$ cat config.mk
export PLATFORM = sky130hd
export DESIGN_NAME = cpu_multicycle_core_flat
export DESIGN_NICKNAME = d
export VERILOG_FILES = /design/src/rtl/cpu_pkg.sv /design/src/rtl/cpu_multicycle_core_if.sv /design/src/rtl/cpu_alu.sv /design/src/rtl/cpu_multicycle_core.sv /design/src/flat_wrapper.sv
export SDC_FILE = /design/constraint.sdc
export NUM_CORES = 2
export LEC_CHECK = 0
export BUFFER_PORTS_ARGS = -buffer_cell sky130_fd_sc_hd__buf_4
export CAP_MARGIN = 20
export CORE_UTILIZATION = 40
export CTS_CLUSTER_DIAMETER = 80
export DETAILED_ROUTE_END_ITERATION = 8
export PLACE_DENSITY = 0.62
export SYNTH_ARGS = -nofsm -noshare
export SYNTH_HDL_FRONTEND = slang
export SYNTH_HIERARCHICAL = 1
export SYNTH_SLANG_ARGS = --single-unit
$ cat constraint.sdc
create_clock -name clk -period 12.2 [get_ports clk]
set_clock_uncertainty 0.1 [all_clocks]
set_input_delay 1.83 -clock clk [delete_from_list [all_inputs] [get_ports clk]]
set_output_delay 1.83 -clock clk [all_outputs]
set_load 0.01 [all_outputs]
$ cat src/rtl/cpu_pkg.sv
// Shared types and encodings for the multi-cycle ARM-subset core:
// FSM states, data-processing opcodes, condition codes and NZCV bit positions.
package cpu_pkg;

  typedef enum logic [1:0] {
    FETCH  = 2'd0,
    DECODE = 2'd1,
    EXEC   = 2'd2,
    WB     = 2'd3
  } state_t;

  localparam logic [3:0] CMD_ADD = 4'b0100;
  localparam logic [3:0] CMD_SUB = 4'b0010;
  localparam logic [3:0] CMD_AND = 4'b0000;
  localparam logic [3:0] CMD_ORR = 4'b1100;
  localparam logic [3:0] CMD_MOV = 4'b1101;
  localparam logic [3:0] CMD_CMP = 4'b1010;

  localparam logic [3:0] COND_AL = 4'b1110;
  localparam logic [3:0] COND_EQ = 4'b0000;
  localparam logic [3:0] COND_NE = 4'b0001;

  localparam int FLAG_N = 3;
  localparam int FLAG_Z = 2;
  localparam int FLAG_C = 1;
  localparam int FLAG_V = 0;

  function automatic logic cmd_supported(input logic [3:0] cmd);
    return (cmd == CMD_ADD) || (cmd == CMD_SUB) || (cmd == CMD_AND) ||
           (cmd == CMD_ORR) || (cmd == CMD_MOV) || (cmd == CMD_CMP);
  endfunction

  // CMP is the only supported opcode that updates flags without writing Rd.
  function automatic logic cmd_writes_rd(input logic [3:0] cmd);
    return cmd_supported(cmd) && (cmd != CMD_CMP);
  endfunction

endpackage

$ cat src/rtl/cpu_multicycle_core_if.sv
// Instruction-memory req/ack fetch bus; the core is master, the memory is slave.
interface cpu_multicycle_core_if #(
  parameter int DATA_W = 32
);
  logic              req;
  logic [DATA_W-1:0] addr;
  logic              ack;
  logic [31:0]       rdata;

  modport master (output req, output addr, input ack, input rdata);
  modport slave  (input req, input addr, output ack, output rdata);
endinterface

$ cat src/rtl/cpu_alu.sv
// Combinational ALU for ADD/SUB/CMP/AND/ORR/MOV, producing the result and
// the candidate NZCV (C and V pass through for the logical opcodes).
module cpu_alu
  import cpu_pkg::*;
#(
  parameter int DATA_W = 32
) (
  input  logic [DATA_W-1:0] i_a,
  input  logic [DATA_W-1:0] i_b,
  input  logic [3:0]        i_cmd,
  input  logic [3:0]        i_flags,
  output logic [DATA_W-1:0] o_result,
  output logic [3:0]        o_flags
);

  logic [DATA_W:0]   w_sum;
  logic [DATA_W-1:0] w_diff;
  logic              w_add_v;
  logic              w_sub_v;

  assign w_sum   = {1'b0, i_a} + {1'b0, i_b};
  assign w_diff  = i_a - i_b;
  assign w_add_v = (i_a[DATA_W-1] == i_b[DATA_W-1]) && (w_sum[DATA_W-1] != i_a[DATA_W-1]);
  assign w_sub_v = (i_a[DATA_W-1] != i_b[DATA_W-1]) && (w_diff[DATA_W-1] != i_a[DATA_W-1]);

  // NOTE: every always_comb output gets a default first so no path infers a latch.
  always_comb begin
    o_result = '0;
    o_flags  = i_flags;
    case (i_cmd)
      CMD_ADD: begin
        o_result       = w_sum[DATA_W-1:0];
        o_flags[FLAG_C] = w_sum[DATA_W];
        o_flags[FLAG_V] = w_add_v;
      end
      CMD_SUB, CMD_CMP: begin
        o_result       = w_diff;
        o_flags[FLAG_C] = (i_a >= i_b);
        o_flags[FLAG_V] = w_sub_v;
      end
      CMD_AND: o_result = i_a & i_b;
      CMD_ORR: o_result = i_a | i_b;
      CMD_MOV: o_result = i_b;
      default: o_result = '0;
    endcase
    if (cmd_supported(i_cmd)) begin
      o_flags[FLAG_N] = o_result[DATA_W-1];
      o_flags[FLAG_Z] = (o_result == '0);
    end
  end

endmodule

$ cat src/rtl/cpu_multicycle_core.sv
// Multi-cycle FETCH/DECODE/EXEC/WB core for an ARM data-processing/branch subset,
// with req/ack instruction fetch, 16-entry register file and NZCV flags.
module cpu_multicycle_core
  import cpu_pkg::*;
#(
  parameter int                DATA_W   = 32,
  parameter logic [DATA_W-1:0] RESET_PC = '0
) (
  input  logic                  clk,
  input  logic                  reset,
  input  logic                  run,
  cpu_multicycle_core_if.master imem,
  input  logic [3:0]            dbg_addr,
  output logic [DATA_W-1:0]     dbg_data,
  output logic [31:0]           instruction,
  output logic [3:0]            flags,
  output logic                  retire,
  output logic                  illegal
);

  state_t            r_state;
  state_t            w_state_next;
  logic [DATA_W-1:0] r_pc;
  logic [31:0]       r_ir;
  logic [3:0]        r_flags;
  logic [DATA_W-1:0] r_op_a;
  logic [DATA_W-1:0] r_op_b;
  logic [DATA_W-1:0] r_result;
  logic [3:0]        r_flags_next;
  logic              r_cond_pass;
  // Entry 15 is never written; R15 reads are redirected to the PC.
  logic [DATA_W-1:0] r_regs [0:15];

  logic [3:0]        w_cond;
  logic              w_is_dp;
  logic              w_is_br;
  logic              w_imm_sel;
  logic [3:0]        w_cmd;
  logic              w_s;
  logic [3:0]        w_rn;
  logic [3:0]        w_rd;
  logic [3:0]        w_rm;
  logic              w_cond_legal;
  logic              w_illegal;
  logic              w_cond_pass;
  logic [DATA_W-1:0] w_pc_plus4;
  logic [DATA_W-1:0] w_pc_plus8;
  logic [DATA_W-1:0] w_rn_val;
  logic [DATA_W-1:0] w_rm_val;
  logic [DATA_W-1:0] w_imm8;
  logic [DATA_W-1:0] w_br_target;
  logic [DATA_W-1:0] w_alu_result;
  logic [3:0]        w_alu_flags;
  logic              w_exec_ok;
  logic              w_do_write;
  logic              w_do_flags;
  logic              w_take_br;
  logic [DATA_W-1:0] w_pc_next;

  assign w_cond    = r_ir[31:28];
  assign w_is_dp   = (r_ir[27:26] == 2'b00);
  assign w_is_br   = (r_ir[27:25] == 3'b101);
  assign w_imm_sel = r_ir[25];
  assign w_cmd     = r_ir[24:21];
  assign w_s       = r_ir[20];
  assign w_rn      = r_ir[19:16];
  assign w_rd      = r_ir[15:12];
  assign w_rm      = r_ir[3:0];

  assign w_cond_legal = (w_cond == COND_AL) || (w_cond == COND_EQ) || (w_cond == COND_NE);
  assign w_illegal    = !w_cond_legal || !(w_is_br || (w_is_dp && cmd_supported(w_cmd)));
  assign w_cond_pass  = (w_cond == COND_AL) ||
                        ((w_cond == COND_EQ) &&  r_flags[FLAG_Z]) ||
                        ((w_cond == COND_NE) && !r_flags[FLAG_Z]);

  assign w_pc_plus4  = r_pc + DATA_W'(4);
  assign w_pc_plus8  = r_pc + DATA_W'(8);
  assign w_rn_val    = (w_rn == 4'd15) ? w_pc_plus8 : r_regs[w_rn];
  assign w_rm_val    = (w_rm == 4'd15) ? w_pc_plus8 : r_regs[w_rm];
  assign w_imm8      = {{(DATA_W-8){1'b0}}, r_ir[7:0]};
  assign w_br_target = w_pc_plus8 + {{(DATA_W-26){r_ir[23]}}, r_ir[23:0], 2'b00};

  cpu_alu #(
    .DATA_W (DATA_W)
  ) u_alu (
    .i_a      (r_op_a),
    .i_b      (r_op_b),
    .i_cmd    (w_cmd),
    .i_flags  (r_flags),
    .o_result (w_alu_result),
    .o_flags  (w_alu_flags)
  );

  // Write-back qualifiers; an illegal or condition-failed instruction only advances PC.
  assign w_exec_ok  = r_cond_pass && !w_illegal;
  assign w_do_write = w_exec_ok && w_is_dp && cmd_writes_rd(w_cmd);
  assign w_do_flags = w_exec_ok && w_is_dp && (w_s || (w_cmd == CMD_CMP));
  assign w_take_br  = w_exec_ok && w_is_br;
  assign w_pc_next  = w_take_br                      ? w_br_target :
                      (w_do_write && w_rd == 4'd15)  ? r_result    :
                                                       w_pc_plus4;

  always_comb begin
    w_state_next = r_state;
    case (r_state)
      FETCH:  if (run && imem.ack) w_state_next = DECODE;
      DECODE: w_state_next = EXEC;
      EXEC:   w_state_next = WB;
      WB:     w_state_next = FETCH;
      default: w_state_next = FETCH;
    endcase
  end

  // NOTE: state registers use non-blocking assignments so every flop samples pre-edge values.
  always_ff @(posedge clk) begin
    if (reset) begin
      r_state      <= FETCH;
      r_pc         <= RESET_PC;
      r_ir         <= '0;
      r_flags      <= '0;
      r_op_a       <= '0;
      r_op_b       <= '0;
      r_result     <= '0;
      r_flags_next <= '0;
      r_cond_pass  <= 1'b0;
      // NOTE: the register file is built from flops, so clearing it on reset is legal and required.
      for (int i = 0; i < 16; i++) r_regs[i] <= '0;
    end else begin
      r_state <= w_state_next;
      case (r_state)
        FETCH: if (run && imem.ack) r_ir <= imem.rdata;
        DECODE: begin
          r_op_a <= w_rn_val;
          r_op_b <= w_imm_sel ? w_imm8 : w_rm_val;
        end
        EXEC: begin
          r_result     <= w_alu_result;
          r_flags_next <= w_alu_flags;
          r_cond_pass  <= w_cond_pass;
        end
        WB: begin
          r_pc <= w_pc_next;
          if (w_do_flags) r_flags <= r_flags_next;
          if (w_do_write && (w_rd != 4'd15)) r_regs[w_rd] <= r_result;
        end
        default: ;
      endcase
    end
  end

  assign imem.req    = (r_state == FETCH) && run && !reset;
  assign imem.addr   = r_pc;
  assign retire      = (r_state == WB) && !reset;
  assign illegal     = retire && w_illegal;
  assign instruction = r_ir;
  assign flags       = r_flags;
  assign dbg_data    = (dbg_addr == 4'd15) ? r_pc : r_regs[dbg_addr];

endmodule

$ cat src/flat_wrapper.sv
// flat-port wrapper written by rule: the top's interface ports become plain ports
module cpu_multicycle_core_flat import cpu_pkg::*;
#(
  parameter int                DATA_W   = 32,
  parameter logic [DATA_W-1:0] RESET_PC = '0
)
  (clk, reset, run, dbg_addr, dbg_data, instruction, flags, retire, illegal, imem_req, imem_addr, imem_ack, imem_rdata);
  cpu_multicycle_core_if #(.DATA_W(DATA_W)) imem_i ();
  input  logic clk;
  input  logic reset;
  input  logic run;
  input  logic [3:0] dbg_addr;
  output logic [DATA_W-1:0] dbg_data;
  output logic [31:0] instruction;
  output logic [3:0] flags;
  output logic retire;
  output logic illegal;
  output wire logic [$bits(imem_i.req)-1:0] imem_req;
  output wire logic [$bits(imem_i.addr)-1:0] imem_addr;
  input wire logic [$bits(imem_i.ack)-1:0] imem_ack;
  input wire logic [$bits(imem_i.rdata)-1:0] imem_rdata;
  assign imem_req = imem_i.req;
  assign imem_addr = imem_i.addr;
  assign imem_i.ack = imem_ack;
  assign imem_i.rdata = imem_rdata;
  cpu_multicycle_core #(.DATA_W(DATA_W), .RESET_PC(RESET_PC)) u_core (.clk(clk), .reset(reset), .run(run), .imem(imem_i), .dbg_addr(dbg_addr), .dbg_data(dbg_data), .instruction(instruction), .flags(flags), .retire(retire), .illegal(illegal));
endmodule
# After elaboration in Yosys (flattened, before gate mapping)
# Memory sizes are Yosys's and may differ from the RTL's. A register that Yosys moved wholly into a read port is not among the register bits.
# Cells that the tools add are included.
[totals]
ramBits = 512
in_bits = 40
memories = 1
reg_bits = 171
[op_classes]
mux = 24
eq_ne = 22
n_reduce_logical = 44
bitwise = 2
addsub = 5
order_cmp = 1
[memory_table]
columns = ["name", "words", "word_bits", "rd", "rd_ports_with_merged_regs", "wr", "line", "source"]
rows = [
  ["u_core.r_regs", 16, 32, 3, 2, 16, "cpu_multicycle_core.sv:32", "logic [DATA_W-1:0] r_regs [0:15];"],
]
[ops]
columns = ["cell", "n"]
rows = [
  ["two-way mux 32 bit", 7],
  ["one-hot mux 32 bit (5 select lines)", 1],
  ["adder 32 x 32 -> 33 bit", 1],
  ["adder 32 x 3 -> 32 bit (second input constant)", 1],
  ["adder 32 bit", 1],
  ["adder 32 x 4 -> 32 bit (second input constant)", 1],
  ["bitwise AND 32 bit", 1],
  ["equality test 4 bit (second input constant)", 8],
  [">= comparator 32 bit", 1],
  ["zero test 32 bit", 1],
  ["OR 32 bit", 1],
  ["OR reduction 32 bit", 1],
  ["subtractor 32 bit", 1],
  ["two-way mux 4 bit", 5],
  ["logical AND 1 bit", 18],
  ["logical OR 1 bit", 12],
  ["zero test 4 bit", 2],
  ["inequality test 4 bit (second input constant)", 2],
  ["one-hot mux 2 bit (4 select lines)", 1],
  ["two-way mux 1 bit", 7],
  ["zero test 1 bit", 5],
  ["equality test 2 bit (second input constant)", 2],
  ["equality test 4 x 1 -> 1 bit (second input constant)", 1],
  ["equality test 4 x 2 -> 1 bit (second input constant)", 1],
  ["11 further kinds", 16],
]

# Longest topological paths before layout
[logic_depth]
depth_word = 21
ltp_mapped = 18

# Cells and area by module
# Netlist, hierarchy kept.
[modules_own_cells]
columns = ["module", "cells_per_inst", "area_each_um2", "n_inst"]
rows = [
  ["cpu_multicycle_core", 3099, 40647.7, 1],
  ["cpu_alu", 850, 5551.6, 1],
]

# Least setup slack after synthesis
# OpenSTA, ideal clock, no wires.
[synth_path]
kind = "input port to flip-flop"
startpoint = "in reset"
endpoint = "mem u_core.r_regs[5][0], enable pin"
path_stages = 6
arrival_time_ns = 5.143
setup_time_ns = 0.466
slack_ns = 6.492
path_cell_list = "clkbuf_1 > inv_1 > nand2_1 > nor3_2 > nand3b_4 > o21ai_0"
[synth_rtl]
columns = ["element", "line", "source"]
rows = [
  ["start: declaration", "flat_wrapper.sv:10", "input logic reset;"],
  ["end: declaration", "cpu_multicycle_core.sv:32", ""],
]

# Worst setup path in the final report
[layout_path]
startpoint = "in dbg_addr[1]"
endpoint = "out dbg_data[2]"
[layout_between]
elab_chain_len = 2
elab_cells_between_ends = 3
classes_between = "1 x eq/ne; 1 x mux; 1 x memory"
[layout_lines]
columns = ["element", "line", "source"]
rows = [
  ["start: declaration", "flat_wrapper.sv:12", "input logic [3:0] dbg_addr;"],
  ["memory read (16 x 32 bit) or equality test 4 bit (tied branches)", "n/a", ""],
  ["two-way mux 32 bit *", "cpu_multicycle_core.sv:157", "assign dbg_data = (dbg_addr == 4'd15) ? r_pc : r_regs[dbg_addr];"],
  ["end: declaration", "flat_wrapper.sv:13", "output logic [DATA_W-1:0] dbg_data;"],
]
# Mark *: on every way between the ends. The rest lies on a longest branch, timed or not.

==> reports/qor.yml <==
critical_path:
  cp-end-kind: "output pin"
  cp.required_ns: 10.27
  cp_num_buf_inv: 3
  cp_slowest_cell: "buf_4"
  path_depth: 6
  crit_family: "buffers and inverters"
  cp_max_fo: 87
  critPathKind: "in -> out"
  r2r_cells: 16
  crit_arrival_ns: 4.81
  start_kind: "input pin"
  crit_chain: "buf_6 -> buf_4 -> mux4_2 -> mux4_2 -> o21a_1 -> buf_4"
  slowest_delay_ns: 0.91
cells_and_area:
  layout.nets: 4110
  post-route-util_pct: 45.1
  post-route-cell-area_mm2: 0.0516
  final_cells: 5511
  layout-drive-gt1-share_pct: 22.5
  fillers: 10200
  area_growth_pct: 11.6
synth:
  yosys.area_share.adder_pct: 3.87
  synth_compound_area_share_pct: 10.1
  synth_top_family_by_area: "multiplexers"
  syn_inst: 3949
  synth-edff-count: 512
  syn_area_per_cell_um2: 11.7
  yosys.area_share.simple_pct: 14.6
  ys_async_sr_fraction_pct: 0
  ys_seq_area_share_pct: 41.0
  ys.flop_type: "edfxtp_1"
  syn-cell-area_mm2: 0.0462
  muxShareOfSynthArea_pct: 24.7
  ys_seq_elements: 691
  synth_xor_area_share_pct: 1.59
  yosys_warnings: 6
  synth_cell_types: 94
power:
  share_comb_of_total_power_pct: 34.2
  clock_power_share_pct: 30.5
  p_leak_nw: 18.3
  ir_drop_mv: 0.0963
  total_power_mw: 8.58
  internal-power_mw: 5.40
  swShare_pct: 37.0
  power_switching_mw: 3.18
  powerDensity_mw_per_mm2: 166
  pwr-share-seq_pct: 35.2
grt:
  grt_pass1_vias: 33500
  antenna_found_initial: 5
  track_usage_pct: 28.3
  gr-total-overflow: 0
  grt_pass1_wl_mm: 239
  grt_max_degree: 89
floorplanning:
  io_pins: 143
  fp.dieH_um: 342
  placementRows: 124
  die_area_mm2: 0.117
  die_w_um: 342
  initial_core_util_pct: 40.4
  core_mm2: 0.114
placement:
  placedCellCount: 5358
  dp_slack_ns: 5.48
  placed_cell_area_mm2: 0.0487
  place.gp.congestion: 0.965
  port_buffers: 142
  dp_hpwl_mm: 109
clock_network:
  h-tree-depth: 3
  post_cts_buffers: 0
  cts_sinks: 691
  ctsHoldBuffers: 0
  clockBufferDepth: 3
  root_buffer: "clkbuf_16"
  path_clk_slew_ns: 0.06
  postCtsResizedCells: 0
  cts_buffers: 80
  clock_latency_ns: 0.66
  cts_tree: "yes"
sta:
  max_freq_mhz: 148
  rsz0062_at_grt: "no"
  fin_ws_ns: 5.46
  slew_headroom_pct: 21.1
  fin_crit_sh_pct: 55.2
  worst_pin_slew_ns: 1.18
  fin_tns_setup_ns: 0
  finalHoldViolCount: 0
  holdWs_ns: 0.398
  period_needed_ns: 6.74
  maxSlewViolCount: 0
  setup_viol: 0
routing:
  drtIter0Drc: 4471
  avgViaCountPerCell: 6.39
  drc: 0
  wire_per_inst_um: 30.5
  drtPass1Iterations: 6
  drtAntennaViolNets: 0
  dr_total_vias: 35200
  wl_mm: 168
status:
  status: "completed"
worst_hold_path:
  min_path_cells: 2
  hold_path.class: "reg -> reg"
job:
  cap_violations: 0
-- cells in the mapped netlist (12+ instances only) --
cell type / n / area [um^2]
o21ai_0: 190 / 951
and3_1: 18 / 113
nand2b_1: 20 / 125
o22ai_1: 12 / 75.1
clkbuf_1: 251 / 942
ha_1: 138 / 1730
a221oi_1: 20 / 175
inv_1: 114 / 428
mux2_2: 18 / 203
xnor2_1: 50 / 438
nor2_1: 277 / 1040
xor2_1: 34 / 298
nand4_1: 30 / 188
nand3_1: 44 / 220
nor4_1: 19 / 119
a22oi_1: 17 / 128
edfxtp_1: 512 / 15400
a31oi_1: 19 / 119
mux4_2: 448 / 10100
buf_2: 59 / 295
clkbuf_2: 15 / 75.1
nand2_1: 210 / 788
a21o_1: 21 / 158
a211oi_1: 78 / 586
o211ai_1: 27 / 203
o31ai_1: 14 / 105
buf_1: 23 / 86.3
a21oi_1: 177 / 886
mux2i_1: 112 / 1120
dfxtp_1: 179 / 3580
o21a_1: 45 / 338
nor3_1: 47 / 235
and2_1: 492 / 3080
nor2b_1: 36 / 225
-- layout make-up --
type / instances / area, um^2 / area share [%]
Antenna cell: 3 / 7.51 / 0.0146
Clock buffer: 95 / 2170 / 4.21
Clock inverter: 54 / 651 / 1.26
Inverter: 114 / 428 / 0.830
Multi-Input combinational cell: 2821 / 25700 / 49.9
Sequential cell: 691 / 19000 / 36.8
Tap cell: 1512 / 1890 / 3.67
Timing Repair Buffer: 221 / 1710 / 3.32
-- state kept, by name, summed over array words and instances (netlist names), named ones only --
name	cells
u_core/r_regs	512
u_core/imem.addr	32
u_core/instruction	32
u_core/r_op_a	32
u_core/r_op_b	32
u_core/r_result	32
u_core/flags	4
u_core/r_flags_next	4
u_core/r_state	2
u_core/r_cond_pass	1
-- power by group through the flow --
stage | logic (mW) | registers, mW | clock network, mW
2_1_floorplan | 2.07 | 2.87 | 0
3_3_place_gp | 2.85 | 3.06 | 0
3_5_place_dp | 2.87 | 3.06 | 0
4_1_cts | 2.88 | 3.02 | 2.64
5_1_grt | 3.14 | 3.05 | 2.73
6_report | 2.94 | 3.02 | 2.62
-- final timing paths --
kind | from | endpoint | slack [ns]
setup reg to reg | u_core/r_op_a[0] | u_core/r_flags_next[2] | 6.66
setup / recovery | dbg_addr[1] | dbg_data[2] | 5.46
hold reg to reg | u_core/instruction[30] | u_core/instruction[30] | 0.40
hold / removal | u_core/instruction[30] | u_core/instruction[30] | 0.40
-- layer usage --
metal | up-vias | global-route usage (%) | wire length [um] | share of wire [%]
met3 | 358 | 5.73 | 18800 | 11
met5 | - | 0 | 26 | 0.015
met1 | 17700 | 37.3 | 63400 | 38
met2 | 2266 | 45.9 | 79000 | 47
met4 | 4 | 11.1 | 6550 | 3.9
li1 | 14900 | - | - | -
-- worst register-to-register path: stages, from the launching register on --
cell       delay (ns)
dfxtp_1          0.38
ha_1             0.30
fa_1             0.43
a21o_1           0.22
a221oi_2         0.42
o31a_1           0.39
o21ai_1          0.20
a221oi_1         0.76
o311ai_0         0.24
buf_4            0.21
nor4_1           0.28
nand4b_1         0.29
nor4_1           0.60
nand4bb_1        0.24
o31ai_2          0.22
mux2i_1          0.10
nor2_1           0.10
-- cell families (layout without fill, tap and decap cells) --
family,after synthesis,in the layout
buffers and inverters,468,484
AND/OR/NAND/NOR,1261,1261
other,1,35
multiplexers,579,579
adder cells (fa/ha/maj),141,141
AO/OA/AOI/OAI,724,724
flip-flops,691,691
XOR/XNOR,84,84
-- placed cells by master (no fill, tap or decap), drive strengths merged, types with 36 or more instances in the layout --
cell type  count
ha           138
a21oi        178
edfxtp       512
nor3          58
nor2         280
xnor2         50
nand3         48
inv          120
nand2        210
and2         493
buf          219
a211oi        79
mux4         448
o21a          45
dfxtp        179
clkbuf        97
nor2b         36
mux2i        112
o21ai        196
Power figures use the tool's default switching activity.
